`src/rtl/punc_debug_dumper.sv`:
```
// punc_debug_dumper: walks the PUnC debug port and streams a machine-state
// snapshot (R0..R7, PC, then mem_count words from mem_base) over valid/ready.
//
// state    | meaning
// ---------+----------------------------------------------------------
// IDLE     | waiting for start; mem_base/mem_count captured on start
// RF_SET   | rf_debug_addr presents reg_idx (samples here if READ_LAT=0)
// RF_WAIT  | counting down READ_LAT-1..0, samples rf_debug_data at 0
// RF_EMIT  | register word offered; advances reg_idx on handshake
// PC_EMIT  | PC word offered (sampled on entry, no address phase)
// MEM_SET  | mem_debug_addr presents pointer (samples here if READ_LAT=0)
// MEM_WAIT | counting down READ_LAT-1..0, samples mem_debug_data at 0
// MEM_EMIT | memory word offered; advances pointer/count on handshake
// FINISH   | one-cycle done pulse, then back to IDLE
module punc_debug_dumper #(
  parameter int READ_LAT = 1
) (
  input  logic        clk,
  input  logic        rst,
  input  logic        start,
  input  logic [15:0] mem_base,
  input  logic [15:0] mem_count,
  output logic        busy,
  output logic        done,
  output logic [2:0]  rf_debug_addr,
  output logic [15:0] mem_debug_addr,
  input  logic [15:0] rf_debug_data,
  input  logic [15:0] pc_debug_data,
  input  logic [15:0] mem_debug_data,
  output logic        out_valid,
  input  logic        out_ready,
  output logic [1:0]  out_kind,
  output logic [15:0] out_index,
  output logic [15:0] out_data
);

  typedef enum logic [3:0] {
    S_IDLE,
    S_RF_SET,
    S_RF_WAIT,
    S_RF_EMIT,
    S_PC_EMIT,
    S_MEM_SET,
    S_MEM_WAIT,
    S_MEM_EMIT,
    S_FINISH
  } state_e;

  localparam bit         NO_WAIT   = (READ_LAT == 0);
  localparam logic [2:0] WAIT_INIT = 3'((READ_LAT > 0) ? READ_LAT - 1 : 0);

  state_e      state_q, state_d;
  logic [2:0]  reg_idx_q, reg_idx_d;
  logic [15:0] ptr_q, ptr_d;
  logic [15:0] cnt_q, cnt_d;
  logic [2:0]  wait_q, wait_d;
  logic [15:0] data_q, data_d;
  logic [2:0]  rf_addr_q, rf_addr_d;
  logic [15:0] mem_addr_q, mem_addr_d;

  assign busy           = (state_q != S_IDLE);
  assign out_data       = data_q;
  assign rf_debug_addr  = rf_addr_q;
  assign mem_debug_addr = mem_addr_q;

  // State and datapath registers; reset abandons any snapshot in flight.
  always_ff @(posedge clk or negedge rst) begin
    if (!rst) begin
      state_q    <= S_IDLE;
      reg_idx_q  <= 3'd0;
      ptr_q      <= 16'd0;
      cnt_q      <= 16'd0;
      wait_q     <= 3'd0;
      data_q     <= 16'd0;
      rf_addr_q  <= 3'd0;
      mem_addr_q <= 16'd0;
    end else begin
      state_q    <= state_d;
      reg_idx_q  <= reg_idx_d;
      ptr_q      <= ptr_d;
      cnt_q      <= cnt_d;
      wait_q     <= wait_d;
      data_q     <= data_d;
      rf_addr_q  <= rf_addr_d;
      mem_addr_q <= mem_addr_d;
    end
  end

  // Next-state and output decode. Debug addresses are loaded on the
  // transition into a SET state so they are already valid during SET,
  // which lets READ_LAT=0 sample in that same cycle.
  always_comb begin
    state_d    = state_q;
    reg_idx_d  = reg_idx_q;
    ptr_d      = ptr_q;
    cnt_d      = cnt_q;
    wait_d     = wait_q;
    data_d     = data_q;
    rf_addr_d  = rf_addr_q;
    mem_addr_d = mem_addr_q;
    out_valid  = 1'b0;
    out_kind   = 2'd0;
    out_index  = 16'd0;
    done       = 1'b0;

    case (state_q)
      S_IDLE: begin
        if (start) begin
          ptr_d     = mem_base;
          cnt_d     = mem_count;
          reg_idx_d = 3'd0;
          rf_addr_d = 3'd0;
          state_d   = S_RF_SET;
        end
      end
      S_RF_SET: begin
        if (NO_WAIT) begin
          data_d  = rf_debug_data;
          state_d = S_RF_EMIT;
        end else begin
          wait_d  = WAIT_INIT;
          state_d = S_RF_WAIT;
        end
      end
      S_RF_WAIT: begin
        if (wait_q == 3'd0) begin
          data_d  = rf_debug_data;
          state_d = S_RF_EMIT;
        end else begin
          wait_d = wait_q - 3'd1;
        end
      end
      S_RF_EMIT: begin
        out_valid = 1'b1;
        out_kind  = 2'd0;
        out_index = {13'd0, reg_idx_q};
        if (out_ready) begin
          if (reg_idx_q == 3'd7) begin
            data_d  = pc_debug_data;
            state_d = S_PC_EMIT;
          end else begin
            reg_idx_d = reg_idx_q + 3'd1;
            rf_addr_d = reg_idx_q + 3'd1;
            state_d   = S_RF_SET;
          end
        end
      end
      S_PC_EMIT: begin
        out_valid = 1'b1;
        out_kind  = 2'd1;
        out_index = 16'd0;
        if (out_ready) begin
          if (cnt_q == 16'd0) begin
            state_d = S_FINISH;
          end else begin
            mem_addr_d = ptr_q;
            state_d    = S_MEM_SET;
          end
        end
      end
      S_MEM_SET: begin
        if (NO_WAIT) begin
          data_d  = mem_debug_data;
          state_d = S_MEM_EMIT;
        end else begin
          wait_d  = WAIT_INIT;
          state_d = S_MEM_WAIT;
        end
      end
      S_MEM_WAIT: begin
        if (wait_q == 3'd0) begin
          data_d  = mem_debug_data;
          state_d = S_MEM_EMIT;
        end else begin
          wait_d = wait_q - 3'd1;
        end
      end
      S_MEM_EMIT: begin
        out_valid = 1'b1;
        out_kind  = 2'd2;
        out_index = ptr_q;
        if (out_ready) begin
          ptr_d = ptr_q + 16'd1;
          cnt_d = cnt_q - 16'd1;
          if (cnt_q == 16'd1) begin
            state_d = S_FINISH;
          end else begin
            mem_addr_d = ptr_q + 16'd1;
            state_d    = S_MEM_SET;
          end
        end
      end
      S_FINISH: begin
        done    = 1'b1;
        state_d = S_IDLE;
      end
      default: state_d = S_IDLE;
    endcase
  end

endmodule

```
`config.mk`:
```
export PLATFORM = sky130hd
export DESIGN_NAME = punc_debug_dumper
export DESIGN_NICKNAME = d
export VERILOG_FILES = /design/src/rtl/punc_debug_dumper.sv
export SDC_FILE = /design/constraint.sdc
export NUM_CORES = 1
export LEC_CHECK = 0
export ABC_CLOCK_PERIOD_IN_PS = 5080
export BUFFER_PORTS_ARGS = -buffer_cell sky130_fd_sc_hd__buf_2
export CORE_UTILIZATION = 50
export DETAILED_ROUTE_END_ITERATION = 8
export GPL_TIMING_DRIVEN = 0
export PLACE_DENSITY = 0.86
export SETUP_SLACK_MARGIN = 0.15
export SLEW_MARGIN = 40
export SYNTH_ARGS = -nofsm -noshare
export SYNTH_HDL_FRONTEND = slang
export SYNTH_SLANG_ARGS = --single-unit
```
`constraint.sdc`:
```
create_clock -name clk -period 5.08 [get_ports clk]
set_input_delay 1.27 -clock clk [delete_from_list [all_inputs] [get_ports clk]]
set_output_delay 1.27 -clock clk [all_outputs]
set_load 0.05 [all_outputs]
```
==> impl_metrics.toml, run 1 <==
[global_routing]
grt_pass1_vias = 4283
grt_max_degree = 43
antenna_found_initial = 0
grt_first_pass_wirelength_mm = 20.8
overflow = 0
grt_use_total_pct = 29.6

[yosys]
synth_cells = 504
synth_cell_type_count = 54
postSynthAreaPerCell_um2 = 8.79
async_flop_share_pct = 100
yosys-top-cells-area = "dfrtp_1 (42%), a21oi_1 (6.0%), o21ai_0 (5.9%)"
synth_edf_count = 0
synth_area_mm2 = 0.00443
synth_seq_cells = 74
ys.flop_type = "dfrtp_1"
ys_warn_count = 0
ys_seq_area_share_pct = 41.8
netlist.area_leader.share_pct = 41.8
synth.net_count = 596
synth_top_cell_by_area = "dfrtp_1"

[sta]
clock_skew_ps = 13.3
setup-violations-final = 0
tns_ps = 0
period_minus_slack_ps = 4180
max_freq_mhz = 239
fin_crit_sh_pct = 82.2
rsz0062_at_grt = "false"
whs_ps = 479
hold_viol = 0
relSlewSlack_pct = 54.3
slew_viol_final = 0
worst_pin_slew_ps = 680

[worst_hold_path]
hold_path_class = "reg2reg"

[worst_setup_path]
crit_path_end_kind = "output pin"
required_ps = 3810
crit_arrival_ps = 2910
startpoint_type = "register"
crit_fanout = 10
crit_type = "reg2out"

[cts]
post_cts_buffers = 0
ctsHoldBuffers = 0
cts_root_buf = "clkbuf_8"
cts.sinks = 74
cts_buffers = 9
cts_buffer_depth = 2
cts_max_level = 3
clk_pin_slew_ps = 70
insertion_delay_ps = 350
cts_tree = "done"
post_cts_resized = 0

[detailed_routing]
wire_per_inst_um = 18.0
drtPass1Iterations = 6
vias_per_cell = 6.10
first_iter_violations = 466
vias = 4659
drc = 0
wirelength_mm = 13.7
final_antenna_net_count = 0

[die]
start_util_pct = 52.8
core_area_mm2 = 0.00838
dieHeight_um = 96.1
io_pins = 140
die-area_mm2 = 0.00924
row_count = 33
die_w_um = 96.1

[layout]
syn_to_final_growth_pct = 23.5
layout_common_cells = "buf_2 (144), dfrtp_1 (74), nand2_1 (57)"
final_common_cell = "buf_2"
finish.net_count = 747
final_core_util_pct = 65.2
fin_cells = 764
drive_above_1_share_pct = 28.4
diodes = 0

[power_and_ir_drop]
leakage_nw = 2.60
ir_drop_mv = 0.235
power_density_mw_per_mm2 = 610

[place]
routabilityCongestion = 0.893
port_buffers = 139
hpwl_mm = 10.1
dp_cells = 749

[run]
drv_cap = 0

[outcome]
status = "completed"
-- final cells by class --
class	instances	area, um^2
Fill cell	718	2920
Multi-Input combinational cell	377	2350
Sequential cell	74	1850
Timing Repair Buffer	140	722
Buffer	35	154
Clock buffer	12	145
Tap cell	105	131
Inverter	18	67.6
Clock inverter	3	40.0
-- routing by layer --
layer / global-route usage (%) / vias to the layer above / share of wire (%)
met1: 39.3 / 2217 / 40
met5: 0 / - / 0
met4: 12.6 / 0 / 2.8
met3: 5.29 / 46 / 7.6
li1: - / 2121 / -
met2: 47.3 / 275 / 50
-- worst paths after layout --
check | start | to | slack [ps] | cells after the start
worst max-delay path | state_q[1]$_DFFE_PN0P_ | out_index[2] | 900 | 7
worst min-delay path | out_data[8]$_DFFE_PN0P_ | out_data[8]$_DFFE_PN0P_ | 480 | 2
max in group asynchronous | rst | wait_q[2]$_DFFE_PN0P_ | 3730 | 2
worst min register to register | out_data[8]$_DFFE_PN0P_ | out_data[8]$_DFFE_PN0P_ | 480 | 2
min in group asynchronous | rst | cnt_q[10]$_DFFE_PN0P_ | 830 | 1
worst max register to register | state_q[1]$_DFFE_PN0P_ | ptr_q[14]$_DFFE_PN0P_ | 2520 | 8
-- registers in the layout, indices dropped and copies added, names as in the netlist --
register,cells
state_q,4
rf_debug_addr,3
wait_q,3
mem_debug_addr,16
out_data,16
cnt_q,16
ptr_q,16
-- report_power, final --
part           internal (W)  leakage (nW)  switching, W
registers          0.000845         0.910      0.000231
clock network      0.000237        0.0962      0.000222
logic              0.000567          1.59       0.00123
total               0.00165          2.60       0.00168
-- worst max-delay path, cell delays in order (launching register included) --
cell and delay [ps]:
dfrtp_1 400, buf_2 230, nand4b_1 210, inv_1 270, clkbuf_1 400, clkbuf_1 530
a22o_1 250, buf_2 270
-- kinds of logic after synthesis --
| family | share of synthesized area, % |
|---|---|
| AO/OA/AOI/OAI | 24.6 |
| adder cells (fa/ha/maj) | 2.26 |
| flip-flops | 41.8 |
| AND/OR/NAND/NOR | 18.7 |
| XOR/XNOR | 2.57 |
| buffers and inverters | 5.00 |
| multiplexers | 5.03 |
-- through the flow --
step,power (W),instance area [um^2],setup slack (ps)
2_1_floorplan,0.00237,4430,1380
3_3_place_gp,0.00277,5260,1440
3_5_place_dp,0.00285,5280,1380
4_1_cts,0.00330,5470,1000
5_1_grt,0.00352,5470,719
6_report,0.00333,5470,903
-- synth_stat cells (2+ instances only) --
| library cell | count |
|---|---|
| a21o_1 | 2 |
| a21oi_1 | 53 |
| a21oi_2 | 2 |
| a22o_1 | 21 |
| a22oi_1 | 2 |
| a2bb2oi_1 | 4 |
| a31oi_1 | 3 |
| a41oi_1 | 2 |
| and2_1 | 10 |
| and4_1 | 2 |
| buf_1 | 3 |
| buf_2 | 6 |
| buf_6 | 2 |
| clkbuf_1 | 24 |
| dfrtp_1 | 74 |
| ha_1 | 8 |
| inv_1 | 18 |
| mux2_2 | 6 |
| mux2_4 | 9 |
| mux2i_1 | 2 |
| nand2_1 | 57 |
| nand2b_1 | 5 |
| nand3_1 | 16 |
| nand4_1 | 9 |
| nand4b_1 | 3 |
| nor2_1 | 40 |
| nor3_1 | 8 |
| nor3_2 | 2 |
| o211ai_1 | 3 |
| o21ai_0 | 52 |
| o22a_1 | 4 |
| o22ai_1 | 8 |
| o2bb2ai_1 | 4 |
| o31ai_1 | 3 |
| or3_1 | 5 |
| or4_1 | 3 |
| xnor2_1 | 10 |
| xor2_1 | 3 |
Note: power is estimated with default switching activity, not from simulation.
==> run 2, diff against run 1 <==
--- a/config.mk
+++ b/config.mk
@@ -5,12 +5,13 @@
 export SDC_FILE = /design/constraint.sdc
 export NUM_CORES = 1
 export LEC_CHECK = 0
-export ABC_CLOCK_PERIOD_IN_PS = 5080
+export ABC_AREA = 1
+export ABC_CLOCK_PERIOD_IN_PS = 3620
 export BUFFER_PORTS_ARGS = -buffer_cell sky130_fd_sc_hd__buf_2
-export CORE_UTILIZATION = 50
+export CORE_UTILIZATION = 47
 export DETAILED_ROUTE_END_ITERATION = 8
 export GPL_TIMING_DRIVEN = 0
-export PLACE_DENSITY = 0.86
+export PLACE_DENSITY = 0.84
 export SETUP_SLACK_MARGIN = 0.15
 export SLEW_MARGIN = 40
 export SYNTH_ARGS = -nofsm -noshare
==> constraint.sdc (replaced) <==
create_clock -name clk -period 3.62 [get_ports clk]
set_input_delay 0.905 -clock clk [delete_from_list [all_inputs] [get_ports clk]]
set_output_delay 0.905 -clock clk [all_outputs]
set_load 0.05 [all_outputs]
==> run 2 against run 1 <==
First-iteration DRC count decreased by 41%. Sequential share of layout area down 1.8 points. Routed wire length fell by 2.8%. Count of clock-buffer cells in the layout shrank 3. Combinational power up 26%. Clock skew grew 1.7 ps. Highest routed layer unchanged. Global-route usage fell by 3.1 points.
==> impl_metrics.toml, run 2 <==
[sta]
period_minus_slack_ps = 3190
clock_skew_ps = 15.0
fin_crit_sh_pct = 88.2
rsz0062_at_grt = "false"
hold_viol = 0
setup_slack_ps = 428
tns_ps = 0
worst_pin_slew_ps = 582
setup-violations-final = 0
max_freq_mhz = 313
slew_viol_final = 0
relSlewSlack_pct = 61.1

[cts]
cts_max_level = 3
insertion_delay_ps = 370
cts.sinks = 74
cts_buffers = 9
ctsHoldBuffers = 0
cts_buffer_depth = 2
post_cts_resized = 0
clk_pin_slew_ps = 90
cts_root_buf = "clkbuf_8"
post_cts_buffers = 0
cts_tree = "done"

[worst_setup_path]
required_ps = 2710
cp_cell_sequence = "nand2_2 -> inv_2 -> nand2_1 -> buf_2 -> buf_1 -> nor2_1 -> buf_2"
max_stage_delay_ps = 460
crit_type = "reg2out"
crit_path_end_kind = "output pin"
crit_fanout = 10
path_depth = 7
cpMostUsedCell = "buf_2"
crit_arrival_ps = 2290
slowest_stage = "buf_1"
path_buf_inv = 4
startpoint_type = "register"
reg2reg_depth = 10
crit_family = "buffers and inverters"

[yosys]
synth_cell_type_count = 31
synthTopCellsByCount = "nand2_1 (295), nor2_1 (84), dfrtp_1 (74), inv_1 (44)"
synth_cells = 705
synth_top_cell_by_area = "dfrtp_1"
ys.flop_type = "dfrtp_1"
synth.net_count = 797
netlist.area_leader.share_pct = 39.6
ys_warn_count = 0
postSynthAreaPerCell_um2 = 6.63
synth_edf_count = 0
yosysMostFrequentCell = "nand2_1"
synth_seq_cells = 74
yosys-top-cells-area = "dfrtp_1 (40%), nand2_1 (24%), nor2_1 (6.7%)"
ys_seq_area_share_pct = 39.6
async_flop_share_pct = 100
synth_area_mm2 = 0.00468

[detailed_routing]
final_antenna_net_count = 0
wire_per_inst_um = 13.4
wirelength_mm = 13.3
drtPass1Iterations = 5
first_iter_violations = 277
vias = 5084
vias_per_cell = 5.11
drc = 0

[layout]
final_common_cell = "nand2_1"
layout_common_cells = "nand2_1 (295), buf_2 (150), nor2_1 (84)"
syn_to_final_growth_pct = 23.5
drive_above_1_share_pct = 23.5
diodes = 0
num-fill-cells = 941
finish.net_count = 948

[global_routing]
overflow = 0
grt_pass1_vias = 4457
grt_use_total_pct = 26.4
grt_first_pass_wirelength_mm = 21.2
antenna_found_initial = 0
grt_max_degree = 54

[place]
port_buffers = 139
preCtsSetupSlack_ps = 834
hpwl_mm = 10.0
routabilityCongestion = 0.919

[die]
die-area_mm2 = 0.0104
core_area_mm2 = 0.00973
die_w_um = 102
io_pins = 140
dieHeight_um = 102
row_count = 36
start_util_pct = 48.1

[power_and_ir_drop]
power_density_mw_per_mm2 = 753
ir_drop_mv = 0.381
leakage_nw = 3.24

[worst_hold_path]
hold_path_class = "in2async"

[outcome]
status = "completed"

[run]
drv_cap = 0
## run 2: cell types whose count changed in the layout (fill, tap and decap cells not counted), sizes merged, moves of 20 or more
| cell | delta |
|---|---|
| nand2 | +244 |
| nor2 | +56 |
| inv | +35 |
| clkbuf | -22 |
| a22o | -21 |
| a21oi | -20 |
| nand3 | +20 |
## run 2: logic make-up (layout without fill, tap and decap cells)
kind of cell,count (synthesis),count (layout),synth area share [%]
and+or+nand+nor,449,449,39.5
AOI/OAI and AO/OA,96,96,10.9
DFF,74,74,39.6
buffers and inverters,73,229,6.98
adders and majority gates,8,8,2.14
xor gates and xnor gates,5,5,0.937
## run 2: routing by layer
layer	vias to the layer above	global-route usage, %	share of wire (%)
met1	2308	35.6	44
met2	223	43.5	46
li1	2540	-	-
met3	13	4.21	8.3
met5	-	0	0
met4	0	8.70	1.2
## run 2: cell type report
type	instances	area, um^2	share of cell area (%)
flip-flops and latches	74	1850	32.1
plain buffers	24	143	2.47
well taps	133	166	2.88
clock buffers	9	124	2.14
clock inverters	7	81.3	1.41
repair buffers	140	729	12.6
multi-input cells	558	2500	43.2
inverters	49	184	3.18
## run 2: worst paths after layout
kind,startpoint,to,slack [ps]
worst max register to register,cnt_q[0]$_DFFE_PN0P_,mem_debug_addr[7]$_DFFE_PN0P_,1730
worst min register to register,out_data[4]$_DFFE_PN0P_,out_data[4]$_DFFE_PN0P_,470
min in group clk,out_data[4]$_DFFE_PN0P_,out_data[4]$_DFFE_PN0P_,470
worst max-delay path,state_q[1]$_DFFE_PN0P_,out_index[15],430
max in group asynchronous,rst,cnt_q[11]$_DFFE_PN0P_,2700
worst min-delay path,rst,out_data[14]$_DFFE_PN0P_,370
## run 2: stage by stage
step,cells,utilization (%),total power (W),cell area [um^2],hold WS [ps]
2_1_floorplan,705,-,0.00306,4680,459
3_3_place_gp,977,56.9,0.00359,5540,450
3_5_place_dp,978,57.3,0.00365,5570,454
4_1_cts,994,59.4,0.00435,5780,368
5_1_grt,994,59.4,0.00470,5780,377
6_report,994,59.4,0.00435,5780,372
## run 2: worst reg2reg max path, cell delays in order (launching register included)
cell and delay, ps:
dfrtp_1 420, inv_1 120, ha_1 220, nand2_1 130, nor2_4 220, nand4_1 140
nor2_1 200, nor2_4 80, buf_6 140, nand2_1 70, nand2_1 60
## run 2: where the power goes
| part | total [W] | internal, W | switching (W) | leakage (nW) |
|---|---|---|---|---|
| Combinational | 0.00226 | 0.000685 | 0.00158 | 2.20 |
| Clock | 0.000682 | 0.000329 | 0.000353 | 0.101 |
| Sequential | 0.00141 | 0.00113 | 0.000280 | 0.934 |
==> run 3, diff against run 2 <==
--- a/config.mk
+++ b/config.mk
@@ -8,10 +8,11 @@
 export ABC_AREA = 1
 export ABC_CLOCK_PERIOD_IN_PS = 3620
 export BUFFER_PORTS_ARGS = -buffer_cell sky130_fd_sc_hd__buf_2
-export CORE_UTILIZATION = 47
+export CORE_UTILIZATION = 49
+export CTS_BUF_LIST = sky130_fd_sc_hd__clkbuf_4 sky130_fd_sc_hd__clkbuf_8
 export DETAILED_ROUTE_END_ITERATION = 8
 export GPL_TIMING_DRIVEN = 0
-export PLACE_DENSITY = 0.84
+export PLACE_DENSITY = 0.87
 export SETUP_SLACK_MARGIN = 0.15
 export SLEW_MARGIN = 40
 export SYNTH_ARGS = -nofsm -noshare
==> run 3 against run 2 <==
First-iteration DRC count is 16% lower. Via count up 0.22%. Design area is essentially flat. Fmax up 0.22%. Count of clock-buffer cells in the layout did not move. Sequential share of layout area barely moved. Total power is 0.37% higher. Clock skew down 6.5 ps. Largest cell class unchanged. Sequential power is essentially flat.
==> impl_metrics.toml, run 3 (synthesis results as in run 2) <==
[worst_setup_path]
max_stage_delay_ps = 440
cp_cell_sequence = "nand2_2 -> inv_2 -> nand2_1 -> buf_2 -> buf_1 -> nor2_1 -> buf_2"
cpMostUsedCell = "buf_2"
slowest_stage = "dfrtp_1"
required_ps = 2710
reg2reg_depth = 11
path_buf_inv = 4
crit_fanout = 10
path_depth = 7
crit_type = "reg2out"
crit_path_end_kind = "output pin"
crit_arrival_ps = 2280
crit_family = "buffers and inverters"
startpoint_type = "register"

[layout]
syn_to_final_growth_pct = 23.5
drive_above_1_share_pct = 23.5
diodes = 0
layout_common_cells = "nand2_1 (295), buf_2 (150), nor2_1 (84)"
finish.net_count = 948
final_common_cell = "nand2_1"
final_core_util_pct = 62.5

[worst_hold_path]
hold_path_class = "in2async"

[cts]
clk_pin_slew_ps = 90
cts.sinks = 74
insertion_delay_ps = 360
cts_root_buf = "clkbuf_8"
cts_buffer_depth = 2
cts_buffers = 9
cts_tree = "done"
ctsHoldBuffers = 0
post_cts_resized = 0
post_cts_buffers = 0
cts_max_level = 3

[detailed_routing]
vias = 5095
drc = 0
wire_per_inst_um = 13.5
final_antenna_net_count = 0
drtPass1Iterations = 5
wirelength_mm = 13.4
first_iter_violations = 234
vias_per_cell = 5.15

[sta]
relSlewSlack_pct = 62.5
worst_pin_slew_ps = 560
rsz0062_at_grt = "false"
tns_ps = 0
clock_skew_ps = 8.52
max_freq_mhz = 314
hold_viol = 0
slew_viol_final = 0
fin_crit_sh_pct = 88.0
setup-violations-final = 0
period_minus_slack_ps = 3190

[place]
hpwl_mm = 10.1
routabilityCongestion = 0.933
port_buffers = 139

[die]
die_w_um = 99.7
start_util_pct = 50.6
die-area_mm2 = 0.00994
core_area_mm2 = 0.00924
io_pins = 140
dieHeight_um = 99.7
row_count = 35

[global_routing]
grt_pass1_vias = 4647
grt_first_pass_wirelength_mm = 21.7
overflow = 0
antenna_found_initial = 0
grt_use_total_pct = 28.0
grt_max_degree = 52

[run]
drv_cap = 0

[power_and_ir_drop]
leakage_nw = 3.24
ir_drop_mv = 0.428
power_density_mw_per_mm2 = 756

[outcome]
status = "completed"
==> run 3: cell counts in the layout (fill, tap and decap cells not counted) <==
Identical to the previous run, type by type.
==> run 3: path summary, 6_finish.rpt <==
path / startpoint / end / slack (ps)
min: rst / out_data[5]$_DFFE_PN0P_ / 390
max: state_q[1]$_DFFE_PN0P_ / out_index[15] / 430
max reg2reg: cnt_q[0]$_DFFE_PN0P_ / mem_debug_addr[8]$_DFFE_PN0P_ / 1710
max in group asynchronous: rst / state_q[0]$_DFFE_PN0P_ / 2680
min reg2reg: mem_debug_addr[4]$_DFFE_PN0P_ / mem_debug_addr[4]$_DFFE_PN0P_ / 470
min in group clk: mem_debug_addr[4]$_DFFE_PN0P_ / mem_debug_addr[4]$_DFFE_PN0P_ / 470
==> run 3: power breakdown <==
group / leakage, nW / switching, W / total, W / internal, W
clock: 0.103 / 0.000360 / 0.000692 / 0.000332
combinational: 2.20 / 0.00158 / 0.00227 / 0.000685
sequential: 0.934 / 0.000279 / 0.00141 / 0.00113
total: 3.24 / 0.00222 / 0.00437 / 0.00214
==> run 3: metrics by stage <==
stage	area, um^2	hold slack (ps)	worst slack, ps	std cells	total power (W)
after floorplan	4680	459	702	705	0.00306
after global placement	5530	450	850	973	0.00358
after detailed placement	5570	453	823	974	0.00365
after CTS	5770	385	412	990	0.00436
after global routing	5770	379	277	990	0.00473
final	5770	387	435	990	0.00437
==> run 3: routing by layer <==
layer,routed length (um),GRT usage (%),vias to the layer above
li1,-,-,2538
met3,1080,4.99,30
met4,352,11.7,0
met5,0,0,-
met1,5740,36.7,2290
met2,6190,45.6,237
==> run 3: layout make-up <==
type	count	area [um^2]
Buffer	24	143
Clock buffer	9	124
Clock inverter	7	83.8
Fill cell	914	3470
Inverter	49	184
Multi-Input combinational cell	558	2500
Sequential cell	74	1850
Tap cell	129	161
Timing Repair Buffer	140	729
==> run 3: worst register-to-register path, cell delays in order (launching register included) <==
cell,delay [ps]
dfrtp_1,410
inv_1,120
ha_1,230
nand2_1,120
nor2_4,220
nand3_1,130
nor2_1,130
nand2_1,80
nand2_2,150
buf_6,150
nand2_1,60
nand2_1,60
